## src/rtl/fetch_ctrl_if.sv

```systemverilog
// Instruction-memory request/response handshake between the fetch sequencer and imem.
interface fetch_ctrl_if;
  logic        req;
  logic [31:0] addr;
  logic        gnt;
  logic        rvalid;
  logic [31:0] rdata;

  modport master (output req, output addr, input gnt, input rvalid, input rdata);
  modport slave  (input req, input addr, output gnt, output rvalid, output rdata);
endinterface

```

## src/rtl/fetch_ctrl.sv

```systemverilog
// Instruction-fetch sequencer: owns the pc, runs one outstanding imem fetch at a time,
// applies M-stage redirects and presents fetched instructions to IF/ID.
module fetch_ctrl #(
  parameter logic [31:0] RESET_PC = 32'h0000_0000,
  parameter int unsigned MAX_WAIT = 255
) (
  input  logic                clk,
  input  logic                rst,
  input  logic                stall_ID,
  input  logic                branch_valid,
  input  logic                jalr_M,
  input  logic [31:0]         PC_branch_M,
  input  logic [31:0]         alu_result_M,
  fetch_ctrl_if.master        imem,
  output logic [31:0]         inst_IF,
  output logic [31:0]         PC_IF,
  output logic                inst_valid,
  output logic                flush_IFID,
  output logic                flush_IDEX,
  output logic                fetch_err
);

  localparam int unsigned CNT_W = 8;
  localparam logic [CNT_W-1:0] MAX_CNT = CNT_W'(MAX_WAIT);

  typedef enum logic [2:0] {
    S_IDLE,
    S_REQ,
    S_WAIT,
    S_HOLD,
    S_DROP
  } state_t;

  state_t           state, state_n;
  logic [31:0]      pc, pc_n;
  logic [31:0]      inst_n, pc_if_n;
  logic             valid_n, err_n;
  logic [CNT_W-1:0] cnt, cnt_n;
  logic             redirect;
  logic [31:0]      target;

  // Branch wins over jalr; targets are always word aligned.
  always_comb begin
    redirect = branch_valid | jalr_M;
    target   = branch_valid ? {PC_branch_M[31:2], 2'b00} : {alu_result_M[31:2], 2'b00};
  end

  // Flushes follow the redirect in the same cycle but are held low during reset.
  assign flush_IFID = rst & redirect;
  assign flush_IDEX = rst & redirect;

  assign imem.req  = (state == S_REQ);
  assign imem.addr = pc;

  // State register
  always_ff @(posedge clk) begin
    if (!rst) state <= S_IDLE;
    else      state <= state_n;
  end

  // Next-state and datapath next values
  always_comb begin
    state_n = state;
    pc_n    = pc;
    inst_n  = inst_IF;
    pc_if_n = PC_IF;
    valid_n = inst_valid;
    cnt_n   = cnt;
    err_n   = fetch_err;

    case (state)
      S_IDLE: state_n = S_REQ;

      S_REQ: begin
        if (redirect) begin
          pc_n = target;
          // A grant that coincides with a redirect fetched the old pc.
          if (imem.gnt) state_n = S_DROP;
        end else if (imem.gnt) begin
          state_n = S_WAIT;
        end
      end

      S_WAIT: begin
        if (imem.rvalid)         cnt_n = '0;
        else if (cnt != MAX_CNT) cnt_n = cnt + CNT_W'(1);
        if (redirect) begin
          pc_n    = target;
          state_n = imem.rvalid ? S_REQ : S_DROP;
        end else if (imem.rvalid) begin
          inst_n  = imem.rdata;
          pc_if_n = pc;
          valid_n = 1'b1;
          state_n = S_HOLD;
        end
      end

      S_HOLD: begin
        if (redirect) begin
          valid_n = 1'b0;
          pc_n    = target;
          state_n = S_REQ;
        end else if (!stall_ID) begin
          valid_n = 1'b0;
          pc_n    = pc + 32'd4;
          state_n = S_REQ;
        end
      end

      S_DROP: begin
        if (imem.rvalid)         cnt_n = '0;
        else if (cnt != MAX_CNT) cnt_n = cnt + CNT_W'(1);
        if (redirect) pc_n = target;
        if (imem.rvalid) state_n = S_REQ;
      end

      default: state_n = S_IDLE;
    endcase

    // Sticky timeout while a response is outstanding
    if ((state == S_WAIT || state == S_DROP) && cnt_n == MAX_CNT) err_n = 1'b1;
  end

  // Datapath registers
  always_ff @(posedge clk) begin
    if (!rst) begin
      pc         <= RESET_PC;
      inst_IF    <= '0;
      PC_IF      <= '0;
      inst_valid <= 1'b0;
      cnt        <= '0;
      fetch_err  <= 1'b0;
    end else begin
      pc         <= pc_n;
      inst_IF    <= inst_n;
      PC_IF      <= pc_if_n;
      inst_valid <= valid_n;
      cnt        <= cnt_n;
      fetch_err  <= err_n;
    end
  end

endmodule

```

## src/flat_wrapper.sv

```systemverilog
// flat-port wrapper written by rule: the top's interface ports become plain ports
module fetch_ctrl_flat 
#(
  parameter logic [31:0] RESET_PC = 32'h0000_0000,
  parameter int unsigned MAX_WAIT = 255
)
  (clk, rst, stall_ID, branch_valid, jalr_M, PC_branch_M, alu_result_M, inst_IF, PC_IF, inst_valid, flush_IFID, flush_IDEX, fetch_err, imem_req, imem_addr, imem_gnt, imem_rvalid, imem_rdata);
  fetch_ctrl_if imem_i ();
  input  logic clk;
  input  logic rst;
  input  logic stall_ID;
  input  logic branch_valid;
  input  logic jalr_M;
  input  logic [31:0] PC_branch_M;
  input  logic [31:0] alu_result_M;
  output logic [31:0] inst_IF;
  output logic [31:0] PC_IF;
  output logic inst_valid;
  output logic flush_IFID;
  output logic flush_IDEX;
  output logic fetch_err;
  output wire logic [$bits(imem_i.req)-1:0] imem_req;
  output wire logic [$bits(imem_i.addr)-1:0] imem_addr;
  input wire logic [$bits(imem_i.gnt)-1:0] imem_gnt;
  input wire logic [$bits(imem_i.rvalid)-1:0] imem_rvalid;
  input wire logic [$bits(imem_i.rdata)-1:0] imem_rdata;
  assign imem_req = imem_i.req;
  assign imem_addr = imem_i.addr;
  assign imem_i.gnt = imem_gnt;
  assign imem_i.rvalid = imem_rvalid;
  assign imem_i.rdata = imem_rdata;
  fetch_ctrl #(.RESET_PC(RESET_PC), .MAX_WAIT(MAX_WAIT)) u_core (.clk(clk), .rst(rst), .stall_ID(stall_ID), .branch_valid(branch_valid), .jalr_M(jalr_M), .PC_branch_M(PC_branch_M), .alu_result_M(alu_result_M), .imem(imem_i), .inst_IF(inst_IF), .PC_IF(PC_IF), .inst_valid(inst_valid), .flush_IFID(flush_IFID), .flush_IDEX(flush_IDEX), .fetch_err(fetch_err));
endmodule
```

## config.mk

```make
export PLATFORM = sky130hd
export DESIGN_NAME = fetch_ctrl_flat
export DESIGN_NICKNAME = d
export VERILOG_FILES = /design/src/rtl/fetch_ctrl_if.sv /design/src/rtl/fetch_ctrl.sv /design/src/flat_wrapper.sv
export SDC_FILE = /design/constraint.sdc
export NUM_CORES = 1
export LEC_CHECK = 0
export BUFFER_PORTS_ARGS = -buffer_cell sky130_fd_sc_hd__buf_2
export CAP_MARGIN = 40
export CORE_MARGIN = 2
export CORE_UTILIZATION = 44
export DETAILED_ROUTE_END_ITERATION = 8
export PLACE_DENSITY_LB_ADDON = 0.08
export SLEW_MARGIN = 20
export SYNTH_ARGS = -nofsm -noshare
export SYNTH_HDL_FRONTEND = slang
export SYNTH_SLANG_ARGS = --single-unit
```

## constraint.sdc

```tcl
create_clock -name clk -period 1.7 [get_ports clk]
set_input_delay 0.085 -clock clk [delete_from_list [all_inputs] [get_ports clk]]
set_output_delay 0.085 -clock clk [all_outputs]
set_load 0.01 [all_outputs]
```

==> results of run 1 <==
[path summary, 6_finish.rpt]
kind | endpoint | slack, ns | cells past startpoint
worst max-delay path | u_core.imem.addr[30] | -0.08 | 7
worst min-delay path | u_core.imem.addr[2] | 0.08 | 3
worst max register to register | u_core.imem.addr[30] | -0.08 | 7
worst min register to register | u_core.fetch_err | 0.45 | 2
[registers in the layout (all words and copies together), names as in the netlist]
name	count
u_core.PC_IF	30
u_core.cnt	8
u_core.fetch_err	1
u_core.imem.addr	30
u_core.inst_IF	32
u_core.inst_valid	1
u_core.state	3
[cell usage in the layout (no fill, tap or decap), types with 3 or more instances in the layout]
master,netlist,routed
inv_1,6,5
buf_2,13,195
buf_12,0,8
a32o_1,4,4
dlygate4sd3_1,0,32
conb_1,1,4
dfxtp_1,105,98
nor2_1,42,40
nor4_4,1,3
nor3_2,1,8
dfxtp_2,0,5
o21ai_0,40,33
nand2b_1,6,4
nand2_2,1,3
o21ai_1,2,8
a41oi_1,3,3
buf_6,16,11
and2_1,9,7
nand2_1,158,156
nor3_1,13,5
nor4_1,5,3
nand3_1,9,9
o211ai_1,6,6
clkbuf_16,0,11
a31oi_1,9,8
nand4_1,6,6
a21oi_1,102,99
o221a_2,5,5
buf_4,7,72
mux2i_1,28,27
and3_1,10,6
and3_4,0,3
[layout make-up]
cell class	instances	area [sq um]
Clock buffer	12	256
Clock inverter	4	27.5
Fill cell	969	3620
Inverter	6	22.5
Multi-Input combinational cell	512	3100
Sequential cell	105	2120
Tap cell	143	179
Timing Repair Buffer	321	2190
[metrics by stage]
| stage | cell area (sq um) | power (mW) |
|---|---|---|
| 2_1_floorplan | 5270 | 3.27 |
| 3_3_place_gp | 6740 | 3.79 |
| 3_5_place_dp | 6740 | 3.81 |
| 4_1_cts | 7460 | 5.89 |
| 5_1_grt | 7890 | 6.30 |
| 6_report | 7890 | 6.05 |
[cells by family (layout without fill, tap and decap cells)]
kind of cell	count (synthesis)	count (layout)	synth area share, %
AND/OR/NAND/NOR	279	279	24.0
multiplexers	30	30	5.78
AO/OA/AOI/OAI	190	192	21.2
XOR/XNOR	5	5	0.836
buffers and inverters	62	343	7.55
other	1	4	0.0716
adder cells (fa/ha/maj)	2	2	0.478
flip-flops	105	105	40.1
[per-layer routing]
layer  share of wire, %  vias to the layer above  wire length [um]  global-route usage [%]
li1                   -                     2913                 -                       -
met1                 43                     2808              7310                    31.8
met2                 48                      224              8260                    42.7
met3                6.7                       32              1150                    5.25
met4                2.0                        0               343                    8.78
met5                  0                        -                 0                       0
[power by group]
group	total [mW]	switching, mW	internal, mW
combinational	1.41	0.713	0.699
clock	2.01	0.930	1.08
sequential	2.63	0.0798	2.55
[worst reg2reg max path, delay by kind of cell, from the launching register on]
kind	cells	cell delay (ns)
adder cells (fa/ha/maj)	1	0.15
buffers and inverters	1	0.22
flip-flops	1	0.35
AND/OR/NAND/NOR	5	0.96
[repair_timing]
action,CTS,global route
setup endpoints to repair,31,58
gates resized for setup,20,60
buffers inserted,1,12
hold buffers,32,0
pin swaps,5,21
gates cloned,1,3
hold endpoints to repair,32,0
==> summary.md, run 1 <==
| Metric | Value |
|---|---|
| Outcome | finished with violations |
| Violated checks | DRC, setup timing |
| Max Buffers Root-to-Sink | 2 |
| # rows | 39 |
| Drt total wl | 17.1 mm |
| Slew of the pin with the lowest slew margin | 0.590 ns |
| Fmax | 0.561 GHz |
| CP endpoint kind | flop |
| PD cells | 767 mW/mm^2 |
| Setup Crit Path Kind | reg2reg |
| Critical path arrival | 2.02 ns |
| Post-synth top cells | nand2_1, dfxtp_1, a21oi_1 |
| Top-area cell type share of the netlist area | 40.1% |
| Synth warnings | 0 |
| Most frequent cell after synthesis | nand2_1 |
| WHS | 0.0823 ns |
| Vias in the first global route | 5597 |
| Cells after Synth | 674 |
| # H-tree levels | 3 |
| Largest net degree at the start of global routing | 44 |
| Antenna viol nets, final | 0 |
| Fin util | 68.5% |
| Post-route clock period utilization | 105% |
| Max-slew violation count | 0 |
| Initial antenna violation count | 0 |
| First-pass GRT wire length | 26.3 mm |
| Post-synthesis register bit count | 105 |
| Die width | 113 um |
| Detailed Routing Iterations Pass 1 | 7 |
| Final worst setup slack | -0.0815 ns |
| Initial Util | 45.5% |
| Most common cell on crit path | nand4_1 |
| Worst r2r src | u_core.imem.addr[3] |
| Min Clock Period, post-route | 1.78 ns |
| Gpl congestion | 0.872 |
| Final clock skew | 0.00476 ns |
| GRT overflow | 0 |
| WP buf/inv | 1 |
| RSZ-0062 raised after global routing | yes |
| Final TNS setup | -0.129 ns |
| Top-level I/O count | 204 |
| Clock tree sinks | 105 |
| Worst hold-check path type | in2reg |
| Antenna Cells | 0 |
| Mapped cell area | 0.00524 sq mm |
| Die height | 113 um |
| Worst skew pair latency | 0.35 ns |
| Most used DFF post-synth | dfxtp_1 |
| Placed wire-length estimate | 11.3 mm |
| Sequential area share after synthesis | 40.1% |
| Vias per cell | 5.42 |
| Required @ worst endpoint | 1.94 ns |
| Slowest CP cell | dfxtp_2 |
| Syn_area_per_cell | 7.77 sq um |
| DRT iter0 DRCs | 424 |
| Max-Cap Viols | 0 |
| Clock-pin slew on the worst setup and hold paths | 0.07 ns |
| Worst rel slew slack | 60.7% |
| Final Hold Viols | 0 |
| Drt drc | 16 |
| Max incr delay on CP | 0.35 ns |
| Inserted Clock Buffers | 9 |
| Maximum fanout along the worst path | 4 |
| Area growth, synth to finish | 50.7% |
| Hold wc startpoint | alu_result_M[2] |
| Core ar. | 0.0115 sq mm |
| Yosys top cell by area | dfxtp_1 |
| Pleak | 3.46 nW |
| Share of cells above drive strength 1 | 38.4% |
| Worst setup SP type | flop |
| Yosys cell types | 58 |
| Critical path's top delay family | simple AND/OR/NAND/NOR gates |
| IO buf count | 195 |
| Root Driver | clkbuf_16 |
| Detailed-route via count | 5977 |
| Place WS | -0.134 ns |
| Crit path cell chain | ha_4, and3_4, nand4_1, buf_4, nor4_4, nand4_1, and4b_1 |
| VDD IR max | 0.472 mV |
| DR WL/cell | 15.5 um |
| Asr flop ratio synth | 0% |
| Final setup fails | 4 |
| Worst setup path start | u_core.imem.addr[3] |
| Final nets | 1060 |
| Synth top area cells | dfxtp_1, nand2_1, a21oi_1 |
| TritonCTS clock tree | built |
| Placed Cells incl. Taps | 1039 |
| Post-synth EDFFs | 0 |
| Layout Cells excl Fill | 1103 |
| All-layer global routing usage | 25.2% |
| Total die area | 0.0128 sq mm |
(Power assumes the default switching activity.)
==> run 2: changes to the inputs <==
Settings changed: CORE_UTILIZATION 44 to 50.
Clock period 1.7 ns to 2.2 ns, I/O delays scaled along.
==> run 2 against run 1 <==
Against the previous run:
- the run now ends clean
- via count down 7.2%
- register-to-register slack improved by 0.28 ns
- non-clock buffer count shrank 69
- critical path type unchanged
- global-route usage is 1.4 points higher
- combinational power shrank 47%
- first-iteration DRC count fell by 35%
- routed wire length decreased by 12%
==> summary.md, run 2 (synthesis gave the netlist of run 1 again) <==
| Metric | Value |
|---|---|
| First-pass GRT wire length | 24.7 mm |
| Clock tree sinks | 105 |
| Share of cells above drive strength 1 | 28.7% |
| Outcome | completed |
| Inserted Clock Buffers | 9 |
| VDD IR max | 0.402 mV |
| DRT iter0 DRCs | 276 |
| Max-slew violation count | 0 |
| All-layer global routing usage | 26.5% |
| Final TNS setup | 0 ns |
| Post-route clock period utilization | 91.2% |
| IO buf count | 195 |
| Max Buffers Root-to-Sink | 2 |
| Die height | 106 um |
| Met2 Use GR | 45.1% |
| Setup Crit Path Kind | reg2reg |
| Largest register FFs | 32 |
| Global route hottest layer | met2 |
| GRT overflow | 0 |
| Final nets | 989 |
| Most common cell after layout, fill and taps aside | buf_2 |
| Antenna Cells | 0 |
| Top reg by flops | u_core.inst_IF |
| Root Driver | clkbuf_8 |
| R2R cell count | 8 |
| Detailed Routing Iterations Pass 1 | 5 |
| Final setup fails | 0 |
| Vias in the first global route | 5217 |
| R2R Setup Slk | 0.19 ns |
| GR Util met1 | 34.0% |
| TritonCTS clock tree | built |
| PD cells | 586 mW/mm^2 |
| Pleak | 2.95 nW |
| Gpl congestion | 0.871 |
| Worst hold-check path type | in2reg |
| Hold Path Sink | u_core.inst_valid |
| Final clock skew | 0.00885 ns |
| Top-level I/O count | 204 |
| Hold wc startpoint | stall_ID |
| Vias per cell | 5.41 |
| Worst skew pair latency | 0.37 ns |
| # rows | 37 |
| Max-Cap Viols | 0 |
| Setup bufs post-CTS | 0 |
| Slew of the pin with the lowest slew margin | 0.540 ns |
| Worst r2r src | u_core.imem.addr[3] |
| Maximum fanout along the worst path | 10 |
| DR WL/cell | 14.7 um |
| Core ar. | 0.0102 sq mm |
| Worst rel slew slack | 64.0% |
| WHS | 0.107 ns |
| Commonest cells after routing, fill and taps aside | buf_2, nand2_1, dfxtp_1, a21oi_1, nor2_1 |
| Min Clock Period, post-route | 2.01 ns |
| Initial Util | 51.2% |
| Fmax | 0.499 GHz |
| Worst setup SP type | flop |
| Drt drc | 0 |
| Final worst setup slack | 0.194 ns |
| Final Hold Viols | 0 |
| Largest net degree at the start of global routing | 49 |
| Hold path cells | 3 |
| Antenna viol nets, final | 0 |
| Required @ worst endpoint | 2.46 ns |
| Worst R2R End | u_core.imem.addr[26] |
| # H-tree levels | 3 |
| Detailed-route via count | 5546 |
| Total die area | 0.0113 sq mm |
| Place WS | 0.140 ns |
| Area growth, synth to finish | 29.4% |
| Placed wire-length estimate | 10.4 mm |
| Clock-pin slew on the worst setup and hold paths | 0.11 ns |
| Routing usage on met3 | 3.99% |
| Drt total wl | 15.1 mm |
| Die width | 106 um |
| Initial antenna violation count | 0 |
| Critical path arrival | 2.26 ns |
| CP endpoint kind | flop |
run 2: stage by stage:
stage / utilization (%) / instances / instance area, sq um / total power [mW]
global route: 66.3 / 1025 / 6780 / 4.17
CTS: 66.1 / 1025 / 6760 / 3.99
finish: 66.3 / 1025 / 6780 / 3.97
global placement: 61.1 / 977 / 6250 / 2.79
detailed placement: 61.1 / 977 / 6250 / 2.81
floorplan: - / 677 / 5250 / 2.52
run 2: repair_timing:
item,CTS,global route
endpoints found under the setup margin,0,28
resized for setup,0,4
hold buffers,32,0
endpoints found under the hold margin,32,0
run 2: final cells by class:
type | instances | area, sq um
flip-flops and latches | 105 | 2100
well taps | 136 | 170
fillers | 944 | 3450
multi-input cells | 510 | 2790
repair buffers | 252 | 1510
clock inverters | 6 | 50.0
clock buffers | 10 | 138
inverters | 6 | 22.5
run 2: routing by layer:
| layer | wire length, um | up-vias |
|---|---|---|
| li1 | - | 2765 |
| met1 | 6510 | 2557 |
| met2 | 7330 | 199 |
| met3 | 908 | 25 |
| met4 | 314 | 0 |
| met5 | 0 | - |
run 2: critical path, stage by stage (launching register included):
cell and delay (ns):
dfxtp_1 0.44, ha_1 0.23, and3_2 0.27, nand4_1 0.20, buf_4 0.23, nor2_1 0.18
nand2_1 0.08, a21oi_1 0.16, o22ai_1 0.10
run 2: where the power goes:
group	switching, mW	internal, mW
combinational	0.411	0.338
sequential	0.0996	1.97
clock	0.693	0.457
total	1.20	2.77
run 2: worst max path at each step:
stage / start / cells past startpoint / slack (ns) / end
final: u_core.imem.addr[3] / 8 / 0.19 / u_core.imem.addr[26]
after global routing: u_core.imem.addr[10] / 6 / -0.06 / u_core.imem.addr[29]
after CTS: u_core.state[1] / 6 / 0.14 / u_core.inst_IF[8]
after detailed placement: u_core.state[1] / 6 / 0.14 / u_core.inst_IF[8]
after global placement: u_core.state[1] / 6 / 0.17 / u_core.inst_IF[0]
after floorplan: u_core.imem.addr[2] / 8 / 0.43 / u_core.imem.addr[26]
